[config.mk]
export PLATFORM = sky130hd
export DESIGN_NAME = intra_tap_accumulator
export DESIGN_NICKNAME = d
export VERILOG_FILES = /design/src/rtl/intra_tap_accumulator.sv
export SDC_FILE = /design/constraint.sdc
export NUM_CORES = 1
export LEC_CHECK = 0
export BUFFER_PORTS_ARGS = -buffer_cell sky130_fd_sc_hd__clkbuf_2
export CORE_AREA = 5 5 76 78
export DETAILED_ROUTE_END_ITERATION = 10
export DIE_AREA = 0 0 81 83
export PLACE_DENSITY = 0.73
export SETUP_SLACK_MARGIN = 0.3
export SLEW_MARGIN = 20
export SYNTH_ARGS = -nofsm -noshare
export SYNTH_HDL_FRONTEND = slang
export SYNTH_SLANG_ARGS = --single-unit
[constraint.sdc]
create_clock -name clk -period 4.85 [get_ports clk]
set_clock_uncertainty 0.1 [all_clocks]
set_input_delay 0.485 -clock clk [delete_from_list [all_inputs] [get_ports clk]]
set_output_delay 0.485 -clock clk [all_outputs]
set_load 0.01 [all_outputs]
[src/rtl/intra_tap_accumulator.sv]
// Serial tap accumulator for the intra angular prediction datapath.
// Sums up to MAX_TAPS signed coefficient x sample products per predicted
// sample, then rounds, arithmetically shifts and clips the total into an
// unsigned OUT_W-bit sample held on a valid/ready output slot.
module intra_tap_accumulator #(
    parameter int IN_W     = 16,
    parameter int MAX_TAPS = 4,
    parameter int SHIFT    = 4,
    parameter int OUT_W    = 8
) (
    input  logic             clk,
    input  logic             rst_n,
    input  logic             in_valid,
    output logic             in_ready,
    input  logic [IN_W-1:0]  in_prod,
    input  logic             in_last,
    output logic             out_valid,
    input  logic             out_ready,
    output logic [OUT_W-1:0] out_sample,
    output logic             tap_err,
    input  logic             err_clr
);

    // Counter is at least one bit wide so a single-tap configuration still builds.
    localparam int CNT_W = (MAX_TAPS > 1) ? $clog2(MAX_TAPS) : 1;

    // One extra bit of headroom per doubling of taps plus a sign guard bit.
    localparam int ACC_W = IN_W + $clog2(MAX_TAPS) + 1;

    localparam logic [CNT_W-1:0]        LAST_IDX   = CNT_W'(MAX_TAPS - 1);
    localparam logic signed [ACC_W-1:0] ROUND      = ACC_W'(2 ** (SHIFT - 1));
    localparam logic signed [ACC_W-1:0] SAMPLE_MAX = ACC_W'((2 ** OUT_W) - 1);

    typedef enum logic {
        IDLE,
        ACCUM
    } state_t;

    state_t                   state;
    state_t                   state_nxt;
    logic signed [ACC_W-1:0]  acc;
    logic signed [ACC_W-1:0]  acc_nxt;
    logic [CNT_W-1:0]         tap_cnt;
    logic [CNT_W-1:0]         cnt_nxt;
    logic                     out_valid_nxt;
    logic [OUT_W-1:0]         out_sample_nxt;
    logic                     tap_err_nxt;

    logic                     accept;
    logic                     at_last_slot;
    logic                     final_tap;
    logic                     forced_end;
    logic signed [ACC_W-1:0]  prod_ext;
    logic signed [ACC_W-1:0]  sum;
    logic signed [ACC_W-1:0]  res;
    logic [OUT_W-1:0]         clipped;

    // Taps may flow whenever the output slot is empty or is draining this cycle.
    assign in_ready     = !out_valid || out_ready;
    assign accept       = in_valid && in_ready;
    assign at_last_slot = (tap_cnt == LAST_IDX);
    assign final_tap    = in_last || at_last_slot;
    assign forced_end   = accept && at_last_slot && !in_last;

    // Round, floor-shift and clip the completed sum of the current sample.
    always_comb begin
        prod_ext = {{(ACC_W - IN_W){in_prod[IN_W-1]}}, in_prod};
        sum      = acc + prod_ext + ROUND;
        res      = sum >>> SHIFT;
        clipped  = '0;
        if (res[ACC_W-1]) begin
            clipped = '0;
        end else if (res > SAMPLE_MAX) begin
            clipped = SAMPLE_MAX[OUT_W-1:0];
        end else begin
            clipped = res[OUT_W-1:0];
        end
    end

    // Accumulation FSM: IDLE with an empty sum, ACCUM while a partial sum is held.
    always_comb begin
        state_nxt = state;
        acc_nxt   = acc;
        cnt_nxt   = tap_cnt;
        if (accept) begin
            if (final_tap) begin
                state_nxt = IDLE;
                acc_nxt   = '0;
                cnt_nxt   = '0;
            end else begin
                state_nxt = ACCUM;
                acc_nxt   = acc + prod_ext;
                cnt_nxt   = tap_cnt + 1'b1;
            end
        end
    end

    // Output slot: a finishing tap reloads it, otherwise a handshake empties it.
    always_comb begin
        out_valid_nxt  = out_valid;
        out_sample_nxt = out_sample;
        if (accept && final_tap) begin
            out_valid_nxt  = 1'b1;
            out_sample_nxt = clipped;
        end else if (out_valid && out_ready) begin
            out_valid_nxt  = 1'b0;
        end
    end

    // Sticky overrun flag; a new overrun beats a simultaneous clear.
    always_comb begin
        tap_err_nxt = tap_err;
        if (forced_end) begin
            tap_err_nxt = 1'b1;
        end else if (err_clr) begin
            tap_err_nxt = 1'b0;
        end
    end

    // State, partial sum and tap count registers.
    always_ff @(posedge clk or negedge rst_n) begin
        if (!rst_n) begin
            state   <= IDLE;
            acc     <= '0;
            tap_cnt <= '0;
        end else begin
            state   <= state_nxt;
            acc     <= acc_nxt;
            tap_cnt <= cnt_nxt;
        end
    end

    // Output slot and error flag registers.
    always_ff @(posedge clk or negedge rst_n) begin
        if (!rst_n) begin
            out_valid  <= 1'b0;
            out_sample <= '0;
            tap_err    <= 1'b0;
        end else begin
            out_valid  <= out_valid_nxt;
            out_sample <= out_sample_nxt;
            tap_err    <= tap_err_nxt;
        end
    end

endmodule

==> flow_summary.yaml, run 1 <==
logic_synthesis:
  synth_ff_type: "dfrtp_1"
  synth_fp_nets: 341
  seq_area_frac_synth_pct: 30.1
  yosys_warnings: 0
  syn_area_per_cell_um2: 8.65
  synthCells: 298
  synth_area_um2: 2580
  async_reset_ff_share_pct: 100
  synth_edf_count: 0
  synthDistinctLibCells: 54
  synth.ff_latch_count: 31
route:
  antenna_left: 0
  vias: 2340
  drtIter0Drc: 84
  drt_first_pass_iters: 5
  wl_per_cell_um: 15.4
  viasPerCell: 5.91
  drc_errors: 0
  wl_um: 6090
die:
  die_w_um: 81
  std_cell_rows: 26
  fp.dieH_um: 83
  initial_core_util_pct: 51.4
  core_region_area_um2: 5010
  io_pins: 33
  floorplan.die_area_um2: 6720
sta:
  fmax_mhz: 246
  final-max-slew-violation-count: 0
  setup_viol: 0
  tightestPinTransition_ps: 958
  max-slew-margin-rel_pct: 36.0
  tns_ps: 0
  period_needed_ps: 4070
  fin_crit_sh_pct: 83.8
  rsz0062_at_grt: "no"
  finalHoldViolCount: 0
finish:
  fin_util_pct: 57.5
  final_net_count: 368
  n_antenna_cell: 0
  drive_gt1_share_pct: 15.6
  final_cell_mix: "nand2_1 (34), clkbuf_2 (32), dfrtp_1 (31)"
  final_common_cell: "nand2_1"
  layout-area-overhead-vs-synth_pct: 11.8
worst_setup_path:
  cp.arrival_ps: 4120
  cp_top_family: "compound AO/OA/AOI/OAI gates"
  crit_slowest_cell: "or3b_2"
  cp-startpoint: "acc[0]"
  critPathKind: "reg2reg"
  crit_chain: "ha_1 -> fa_1 -> a211oi_1 -> o21ai_1 -> xor2_1 -> o21ai_0 -> or3b_2 -> or4_1 -> a211o_1 -> a22o_1 -> nor3_1 -> o21ai_1"
  crit_required_ps: 4900
  reg2reg_from: "acc[0]"
  crit_path_start_kind: "flop"
  crit_buf_inv: 0
  crit_fanout: 7
  cp-end-kind: "flop"
  cpPeakStageDelay_ps: 530
  crit_top_cell: "o21ai_1"
hold_path:
  min_path_type: "in2async"
pwr:
  leakage_nw: 1.28
  power_mw: 1.84
  irDropWorstVdd_uv: 223
  power.density_nw_per_um2: 638
grt:
  grt_pass1_wl_um: 10500
  grt_pass1_vias: 2329
  antenna_found_initial: 0
  grt_usage_pct: 19.4
  grt_max_degree: 32
  overflow: 0
place:
  portBuffers: 32
  gp_congestion: 0.849
  dp.final_hpwl_um: 4600
flow_run:
  drv_cap: 0
clock_tree:
  cts_resized: 0
  cts_tree: "yes"
  cts.sinks: 31
  clk_pin_slew_worst_paths_ps: 80
  numCtsBuffers: 5
  clkLatencyLatePin_ps: 290
  cts_setup_buffers: 0
  clockBufferDepth: 2
  ctsHoldBuffers: 0
  cts_htree_levels: 2
  cts-root-buf: "clkbuf_8"
outcome:
  outcome: "finished clean"
==> cells in the mapped netlist, drive strengths merged, types with 3 or more instances <==
cell type,count,share of area (%)
nand2b,6,1.5
nand3,7,1.4
and3,4,0.97
o211ai,4,1.2
buf,3,0.58
dfrtp,31,30
ha,20,9.7
or2,3,0.73
nor2,16,2.3
a2111oi,3,1.0
or3,3,0.92
a211o,4,1.4
xnor2,14,4.8
nor3,12,2.3
nor4,5,1.2
clkbuf,10,1.5
a211oi,3,1.4
a22o,11,3.7
a21o,4,1.2
xor2,11,3.7
or4,5,1.6
o21a,6,1.7
o21ai,31,6.0
a22oi,5,1.5
nand2,34,5.0
a21oi,14,2.7
==> worst register-to-register path, cell delays in order (launching register included) <==
cell and delay [ps]:
dfrtp_1 380, ha_1 260, fa_1 450, a211oi_1 340, o21ai_1 110, xor2_1 280
o21ai_0 210, or3b_2 530, or4_1 410, a211o_1 270, a22o_1 290, nor3_1 220
o21ai_1 80
==> layer usage <==
metal	track usage [%]	vias to the layer above	wire length, µm
met5	0	-	0
met4	5.99	0	82
li1	-	1184	-
met2	32.6	50	2970
met3	2.92	9	238
met1	25.2	1097	2800
==> power breakdown <==
part,switching [mW],internal [mW],total [mW]
clock,0.108,0.129,0.238
combinational,0.707,0.475,1.18
sequential,0.0607,0.359,0.420
==> flip-flops by register name (all words and copies together) (netlist names) <==
register and count:
out_sample 8, acc 19, out_valid 1, tap_err 1
tap_cnt 2
==> cell families after synthesis <==
kind of cell               Yosys count  share of synthesized area, %
DFF                                 31                          30.1
xor gates and xnor gates            25                          8.50
muxes                                1                         0.388
buffers and inverters               15                          2.38
adders and majority gates           21                          10.5
AOI/OAI and AO/OA                   98                          26.3
and+or+nand+nor                    107                          21.9
==> layout make-up <==
class | count | area, µm²
clock buffers | 7 | 96.3
clock inverters | 1 | 7.51
fillers | 495 | 2130
inverters | 2 | 7.51
multi-input cells | 252 | 1740
flip-flops and latches | 31 | 776
well taps | 70 | 87.6
repair buffers | 33 | 168
==> worst paths after layout <==
check / to / slack (ps) / depth (start not counted)
worst min-delay path: acc[14] / 180 / 1
worst min register to register: acc[15] / 390 / 2
min in group clk: tap_err / 310 / 2
worst max register to register: out_sample[4] / 780 / 12
worst max-delay path: out_sample[4] / 780 / 12
max in group asynchronous: out_sample[2] / 3950 / 1
==> metrics by stage <==
step / hold WS, ps / instances / worst slack, ps / area, µm²
after floorplan: 89.4 / 298 / 967 / 2580
after global placement: 368 / 388 / 672 / 2780
after detailed placement: 375 / 388 / 587 / 2780
after CTS: 217 / 396 / 785 / 2880
after global routing: 270 / 396 / 470 / 2880
final: 183 / 396 / 784 / 2880
(Power assumes the default switching activity.)
==> inputs of run 2 (changes only) <==
==> constraint.sdc (replaced) <==
create_clock -name clk -period 3.8 [get_ports clk]
set_clock_uncertainty 0.1 [all_clocks]
set_input_delay 0.38 -clock clk [delete_from_list [all_inputs] [get_ports clk]]
set_output_delay 0.38 -clock clk [all_outputs]
set_load 0.01 [all_outputs]
==> run 2 against run 1 <==
Register-to-register slack got worse by 660 ps. Sequential power is 29% higher. Power up 64%. Clock power is 43% higher. Largest cell class unchanged. Highest routed layer unchanged.
==> flow_summary.yaml, run 2 (synthesized netlist as in run 1, its figures left out) <==
worst_setup_path:
  critPathKind: "reg2reg"
  cp_top_family: "simple AND/OR/NAND/NOR gates"
  crit_buf_inv: 0
  cpPeakStageDelay_ps: 430
  crit_slowest_cell: "or4_4"
  crit_chain: "ha_4 -> fa_2 -> nand2_1 -> nand2b_1 -> a21oi_2 -> xnor2_2 -> ha_2 -> nand3_2 -> or3b_4 -> or4_4 -> a211o_1 -> a22o_4 -> nor3_4 -> o21ai_1"
  crit_path_start_kind: "flop"
  cp.arrival_ps: 3740
  crit_fanout: 7
  cp-end-kind: "flop"
  crit_required_ps: 3870
clock_tree:
  cts_tree: "yes"
  cts-root-buf: "clkbuf_8"
  cts_htree_levels: 2
  clockBufferDepth: 2
  numCtsBuffers: 5
  clkLatencyLatePin_ps: 290
  cts.sinks: 31
  ctsHoldBuffers: 0
  clk_pin_slew_worst_paths_ps: 70
sta:
  final-max-slew-violation-count: 0
  tightestPinTransition_ps: 977
  fin_crit_sh_pct: 96.6
  setup_viol: 0
  rsz0062_at_grt: "yes"
  max-slew-margin-rel_pct: 34.7
  fmax_mhz: 272
  period_needed_ps: 3670
  tns_ps: 0
  finalHoldViolCount: 0
die:
  core_region_area_um2: 5010
  io_pins: 33
  fp.dieH_um: 83
  floorplan.die_area_um2: 6720
  die_w_um: 81
  std_cell_rows: 26
  initial_core_util_pct: 51.4
route:
  drtIter0Drc: 188
  viasPerCell: 5.92
  wl_um: 7390
  wl_per_cell_um: 17.0
  drt_first_pass_iters: 4
  vias: 2577
  drc_errors: 0
  antenna_left: 0
grt:
  overflow: 0
  antenna_found_initial: 0
  grt_pass1_vias: 2591
  grt_usage_pct: 22.7
  grt_pass1_wl_um: 12100
  grt_max_degree: 32
finish:
  top_register: "acc"
  largest_register_ffs: 19
  regArea_um2: 776
  final_common_cell: "buf_4"
  multi_input_area_um2: 1970
  layout-area-overhead-vs-synth_pct: 33.0
  top_regs: "acc (19), out_sample (8), tap_cnt (2)"
  fin_cells: 435
  num-fill-cells: 414
  final_net_count: 407
  final_cell_mix: "buf_4 (39), nand2_1 (34), clkbuf_2 (32)"
  n_antenna_cell: 0
  drive_gt1_share_pct: 34.2
pwr:
  irDropWorstVdd_uv: 519
  power.density_nw_per_um2: 878
  leakage_nw: 1.54
outcome:
  outcome: "finished clean"
hold_path:
  min_path_type: "in2async"
place:
  dpl.cell_count: 417
  gp_congestion: 0.872
  portBuffers: 32
  dp.final_hpwl_um: 5030
flow_run:
  drv_cap: 0
## run 2: path summary, 6_finish.rpt
check / from / to / cells after the start / slack (ps)
setup / recovery: acc[0] / out_sample[0] / 14 / 130
hold / removal: rst_n / acc[14] / 1 / 60
setup reg to reg: acc[0] / out_sample[0] / 14 / 130
hold reg to reg: out_sample[6] / out_sample[6] / 2 / 390
max in group asynchronous: rst_n / acc[1] / 1 / 3020
min in group clk: err_clr / tap_err / 2 / 180
## run 2: layout make-up
class	instances	share of cell area, %
Sequential cell	31	22.6
Clock buffer	6	2.41
Tap cell	70	2.56
Timing Repair Buffer	72	13.5
Inverter	2	0.219
Multi-Input combinational cell	252	57.6
Clock inverter	2	1.02
## run 2: what timing repair did
item                       in CTS  in global routing
resized for setup              23                 14
setup endpoints to repair       8                  8
pin swaps                      13                 12
hold endpoints to repair        0                  0
setup buffers                   5                  5
## run 2: stage by stage
| step | total power [mW] | worst slack, ps | util, % | hold WS, ps | cell area (µm²) |
|---|---|---|---|---|---|
| 4_1_cts | 2.84 | 181 | 66.1 | 90.0 | 3310 |
| 6_report | 3.01 | 128 | 68.4 | 57.0 | 3430 |
| 2_1_floorplan | 1.71 | 249 | - | -15.6 | 2610 |
| 3_5_place_dp | 2.32 | -40.4 | 60.5 | 380 | 3030 |
| 5_1_grt | 3.22 | -46.4 | 68.4 | 127 | 3430 |
| 3_3_place_gp | 2.30 | 30.4 | 60.5 | 371 | 3030 |
## run 2: worst reg2reg max path, cell delays in order (launching register included)
cell and delay [ps]:
dfrtp_1 410, ha_4 180, fa_2 380, nand2_1 100
nand2b_1 70, a21oi_2 170, xnor2_2 150, ha_2 220
nand3_2 100, or3b_4 420, or4_4 430, a211o_1 280
a22o_4 290, nor3_4 190, o21ai_1 80
## run 2: routing by layer
| layer | vias up | routed length (µm) | share of wire [%] | global-route usage [%] |
|---|---|---|---|---|
| li1 | 1253 | - | - | - |
| met1 | 1208 | 3060 | 41 | 29.6 |
| met2 | 99 | 3680 | 50 | 36.7 |
| met3 | 17 | 493 | 6.7 | 4.33 |
| met4 | 0 | 150 | 2.0 | 8.29 |
| met5 | - | 0 | 0 | 0 |
## run 2: report_power, final
group | switching, mW | internal, mW | leakage, nW
combinational | 1.20 | 0.926 | 1.08
clock | 0.129 | 0.212 | 0.0612
sequential | 0.0840 | 0.459 | 0.397
